==> src/rtl/inst_fetch_pkg.sv <==
// inst_fetch_pkg: shared bus/pc defines and fetch FSM state type
//   ADDR_BUS / DATA_BUS / MEM_SEL_BUS : bus ranges
//   INIT_PC                           : default first fetch address
//   ST_*                              : 2-bit fetch FSM encodings
`ifndef INST_FETCH_DEFS
`define INST_FETCH_DEFS
`define ADDR_BUS 31:0
`define DATA_BUS 31:0
`define MEM_SEL_BUS 3:0
`define INIT_PC 32'hBFC0_0000
`define ST_RESET 2'b00
`define ST_FETCH 2'b01
`define ST_FAULT 2'b10
`endif

package inst_fetch_pkg;
   typedef enum logic [1:0] {
      S_RESET = `ST_RESET,
      S_FETCH = `ST_FETCH,
      S_FAULT = `ST_FAULT
   } state_t;
   localparam logic [31:0] PC_STEP = 32'd4;
endpackage

==> src/rtl/pc_next_sel.sv <==
// pc_next_sel: combinational next-PC mux
//   flush/flush_pc         : exception redirect (highest priority)
//   branch_flag/branch_addr: branch resolved this cycle
//   pending_valid/addr     : branch captured earlier, not yet consumed
//   pc                     : current PC, incremented by 4 otherwise
//   next_pc                : selected next PC
import inst_fetch_pkg::*;

module pc_next_sel (
   input  logic           flush,
   input  logic [`ADDR_BUS] flush_pc,
   input  logic           branch_flag,
   input  logic [`ADDR_BUS] branch_addr,
   input  logic           pending_valid,
   input  logic [`ADDR_BUS] pending_addr,
   input  logic [`ADDR_BUS] pc,
   output logic [`ADDR_BUS] next_pc
);
   // The +4 wraps naturally modulo 2^32.
   always_comb
      next_pc = flush ? flush_pc :
                branch_flag ? branch_addr :
                pending_valid ? pending_addr : pc + PC_STEP;
endmodule

==> src/rtl/inst_fetch.sv <==
// inst_fetch: PC owner, ROM read initiator and IF/ID register
//   clk, rst                  : clock, sync active-high reset
//   stall, flush, flush_pc    : pipeline stall and exception redirect
//   branch_flag, branch_addr  : taken branch from decode (delay slot kept)
//   rom_*                     : instruction ROM port (combinational read)
//   id_valid/id_ready         : IF/ID handshake
//   id_pc, id_inst, id_adel   : fetched entry and address-error flag
import inst_fetch_pkg::*;

module inst_fetch #(
   parameter logic [31:0] RESET_PC = `INIT_PC
) (
   input  logic               clk,
   input  logic               rst,
   input  logic               stall,
   input  logic               flush,
   input  logic [`ADDR_BUS]   flush_pc,
   input  logic               branch_flag,
   input  logic [`ADDR_BUS]   branch_addr,
   output logic               rom_en,
   output logic [`MEM_SEL_BUS] rom_write_en,
   output logic [`ADDR_BUS]   rom_addr,
   output logic [`DATA_BUS]   rom_write_data,
   input  logic [`DATA_BUS]   rom_read_data,
   output logic               id_valid,
   input  logic               id_ready,
   output logic [`ADDR_BUS]   id_pc,
   output logic [`DATA_BUS]   id_inst,
   output logic               id_adel
);
   state_t state;
   logic [`ADDR_BUS] pc, pending_addr, next_pc;
   logic pending_valid, advance, misaligned;

   assign misaligned = pc[1:0] != 2'b00;
   assign advance = state == S_FETCH && !stall && (!id_valid || id_ready);
   assign rom_en = advance && !misaligned;
   assign rom_addr = pc;
   assign rom_write_en = '0;
   assign rom_write_data = '0;

   // Branch input is gated by advance so a branch seen while not advancing
   // only lands in pending and never moves the PC early.
   pc_next_sel u_sel (
      .flush(flush),
      .flush_pc(flush_pc),
      .branch_flag(branch_flag && advance),
      .branch_addr(branch_addr),
      .pending_valid(pending_valid),
      .pending_addr(pending_addr),
      .pc(pc),
      .next_pc(next_pc)
   );

   always_ff @(posedge clk) begin
      if (rst) begin
         state <= S_RESET;
         pc <= RESET_PC;
         pending_valid <= 1'b0;
         pending_addr <= '0;
         id_valid <= 1'b0;
         id_pc <= '0;
         id_inst <= '0;
         id_adel <= 1'b0;
      end else if (flush) begin
         state <= S_FETCH;
         pc <= next_pc;
         pending_valid <= 1'b0;
         id_valid <= 1'b0;
      end else if (advance) begin
         pc <= next_pc;
         pending_valid <= 1'b0;
         id_valid <= 1'b1;
         id_pc <= pc;
         id_inst <= misaligned ? '0 : rom_read_data;
         id_adel <= misaligned;
         if (misaligned) state <= S_FAULT;
      end else begin
         if (branch_flag) begin
            pending_valid <= 1'b1;
            pending_addr <= branch_addr;
         end
         if (!stall) begin
            if (state == S_RESET) state <= S_FETCH;
            // Outside FETCH nothing refills IF/ID, so a consumed entry drains.
            if (state != S_FETCH && id_ready) id_valid <= 1'b0;
         end
      end
   end
endmodule

==> config.mk <==
export PLATFORM = sky130hd
export DESIGN_NAME = inst_fetch
export DESIGN_NICKNAME = d
export VERILOG_FILES = /design/src/rtl/inst_fetch_pkg.sv /design/src/rtl/pc_next_sel.sv /design/src/rtl/inst_fetch.sv
export SDC_FILE = /design/constraint.sdc
export NUM_CORES = 1
export LEC_CHECK = 0
export ABC_AREA = 1
export BUFFER_PORTS_ARGS = -buffer_cell sky130_fd_sc_hd__buf_4
export CAP_MARGIN = 40
export CORE_MARGIN = 3
export CORE_UTILIZATION = 50
export DETAILED_ROUTE_END_ITERATION = 6
export HOLD_SLACK_MARGIN = 0.03
export PLACE_DENSITY = 0.84
export SYNTH_ARGS = -nofsm -noshare
export SYNTH_HDL_FRONTEND = slang
export SYNTH_HIERARCHICAL = 1
export SYNTH_SLANG_ARGS = --single-unit
==> constraint.sdc <==
create_clock -name clk -period 2.35 [get_ports clk]
set_input_delay 0.47 -clock clk [delete_from_list [all_inputs] [get_ports clk]]
set_output_delay 0.47 -clock clk [all_outputs]
set_load 0.01 [all_outputs]
==> impl_metrics.toml <==
[drt]
drc = 0
vias_per_cell = 5.296
drt_first_pass_iters = 6
drt_iter0_markers = 827
ant_nets = 0
drt-total-wl_um = 22520
vias = 7902
wl_per_cell_um = 15.10

[yosys]
synth_top_cell_area_share_pct = 37.07
synth_seq_cells = 133
yosysSeqAreaShare_pct = 37.07
synth_cell_types = 31
synthCells = 1129
synth_edf_count = 0
synth.most_common_cell = "nor2_1"
synthArstFlopShare_pct = 0
ys_warn_count = 6
yosysTopAreaCell = "dfxtp_1"
ys.flop_type = "dfxtp_1"
ys_top_cells_by_area = "dfxtp_1 (37%), nor2_1 (15%), nand2_1 (13%)"
synthTopCellsByCount = "nor2_1 (285), nand2_1 (243), dfxtp_1 (133)"
syn_area_um2 = 7182
synth_area_per_cell_um2 = 6.361

[sta]
final_hold_viol_count = 0
fin_crit_ns = 1.939
relSlewSlack_pct = 58.38
setup_viol = 0
fin_tns_setup_ns = 0
clock_skew_ns = 0.006423
finalCritPeriodShare_pct = 82.53
slew_violations = 0
rsz0062_at_grt = "false"
tightest_slew_ns = 0.6234
fmax_mhz = 515.6

[power]
internal-power_uw = 4345
switching_share_pct = 30.61
cellPowerDensity_nw_per_um2 = 682.7
p_comb_share_pct = 18.5
p_leak_uw = 0.004414
p_sw_uw = 1917
clockPowerShare_pct = 40.4
ir_worst_vdd_mv = 0.5232
p_seq_share_pct = 41.1

[floorplanning]
dieArea_um2 = 15840
coreArea_um2 = 13990
die_w_um = 125.9
start_util_pct = 51.34
rows = 43
die_y_um = 125.9
ios = 237

[critical_path]
cpMaxStageDelayCell = "dfxtp_1"
arrival_ns = 1.47
crit_buf_inv = 2
cp_top_family = "simple AND/OR/NAND/NOR gates"
path_cells = "inv_2, nor2_1, nand3_2, nor2_1, buf_4"
crit_type = "reg -> out"
cpMostUsedCell = "nor2_1"
crit_required_ns = 1.88
path_max_fanout = 5
start_kind = "flip-flop"
worst_path_largest_cell_delay_ns = 0.39
end_kind = "primary output"

[placement]
portBuffers = 200
gp_congestion = 0.9224
dp_hpwl_um = 15490

[clock_tree]
post_cts_resize_count = 0
numCtsBuffers = 17
cts.sinks = 133
cts_setup_buffers = 0
tritoncts = "yes"
clk_root_buffer_cell = "clkbuf_16"
clk_path_buf_depth = 2
clock_latency_ns = 0.42
htreeDepth = 4
path_clk_slew_ns = 0.06
postCtsHoldBufs = 0

[min_path]
hp-class = "in -> reg"

[grt]
antenna_found_initial = 0
grt_pass1_wl_um = 35940
grt_pass1_vias = 7185
grt_max_degree = 65
gr-total-overflow = 0
track_usage_pct = 27.75

[final_layout]
drive_gt1_share_pct = 21.72
final_util_pct = 65.57
nets = 1402
n_antenna_cell = 0
syn_to_final_growth_pct = 27.72

[run]
max-cap-violations = 0

[status]
status = "finished, final reports clean"
per-layer routing:
layer  GRT usage, %  routed length, um
met5              0                  0
met4          12.87                901
met3          7.040               2257
met2          45.00              10640
met1          34.80               8723
final cells by class:
class,instances,area [um2]
Clock buffer,19,432.9
Clock inverter,13,126.4
Fill cell,1264,4816
Inverter,77,289.0
Multi-Input combinational cell,853,3782
Sequential cell,133,2663
Tap cell,180,225.2
Timing Repair Buffer,217,1654
flip-flops by register name, summed over array words and instances, names as in the netlist:
| signal | flops |
|---|---|
| id_inst | 32 |
| state | 2 |
| pending_addr | 32 |
| id_valid | 1 |
| id_adel | 1 |
| id_pc | 32 |
| rom_addr | 32 |
| pending_valid | 1 |
final timing paths:
| path | from | to | slack, ns | depth (start not counted) |
|---|---|---|---|---|
| setup / recovery | state[0]$_SDFFE_PP0P_ | rom_en | 0.41 | 5 |
| hold / removal | branch_addr[1] | pending_addr[1]$_SDFFE_PP0P_ | 0.28 | 3 |
| setup reg to reg | rom_addr[8]$_SDFFE_PP0P_ | rom_addr[19]$_SDFFE_PP0P_ | 0.44 | 11 |
| hold reg to reg | id_inst[14]$_SDFFE_PP0N_ | id_inst[14]$_SDFFE_PP0N_ | 0.46 | 2 |
power groups by stage:
| stage | Combinational [uW] | Sequential (uW) | Clock, uW |
|---|---|---|---|
| after detailed placement | 1130 | 2620 | 0 |
| after CTS | 1150 | 2570 | 2560 |
| after floorplan | 681 | 2610 | 0 |
| after global placement | 1120 | 2610 | 0 |
| final | 1160 | 2570 | 2530 |
| after global routing | 1290 | 2590 | 2660 |
placed cells by master, fill, tap and decap left out, drive strengths merged:
cell	count
nor2	300
nand2	250
buf	217
dfxtp	133
a21oi	91
inv	80
o21ai	75
nand3	50
conb	36
nand4	35
clkbuf	19
clkinvlp	7
xnor2	4
xor2	3
o211ai	3
clkinv	2
nand3b	2
nor3	1
bufinv	1
and2	1
a21o	1
ha	1
cell families after synthesis:
| logic type | Yosys count | synth area share, % |
|---|---|---|
| other | 1 | 0.05221 |
| AOI/OAI and AO/OA | 170 | 12.09 |
| and+or+nand+nor | 639 | 37.53 |
| buffers and inverters | 178 | 12.23 |
| DFF | 133 | 37.07 |
| adders and majority gates | 1 | 0.1742 |
| xor gates and xnor gates | 7 | 0.8537 |
metrics by stage:
step	setup slack (ns)	std cells	power, uW	hold WS (ns)	cell area (um2)
2_1_floorplan	0.5679	1164	3289	0.4731	7313
3_3_place_gp	0.4947	1460	3733	0.4521	8613
3_5_place_dp	0.4503	1460	3753	0.4556	8613
4_1_cts	0.4048	1492	6278	0.2698	9173
5_1_grt	0.3034	1492	6537	0.2757	9173
6_report	0.4106	1492	6262	0.2816	9173
worst min-delay path: stages:
cell	delay, ns
buf_4	0.08
nor2_1	0.03
nor2_1	0.08
Power figures use the tool's default switching activity.
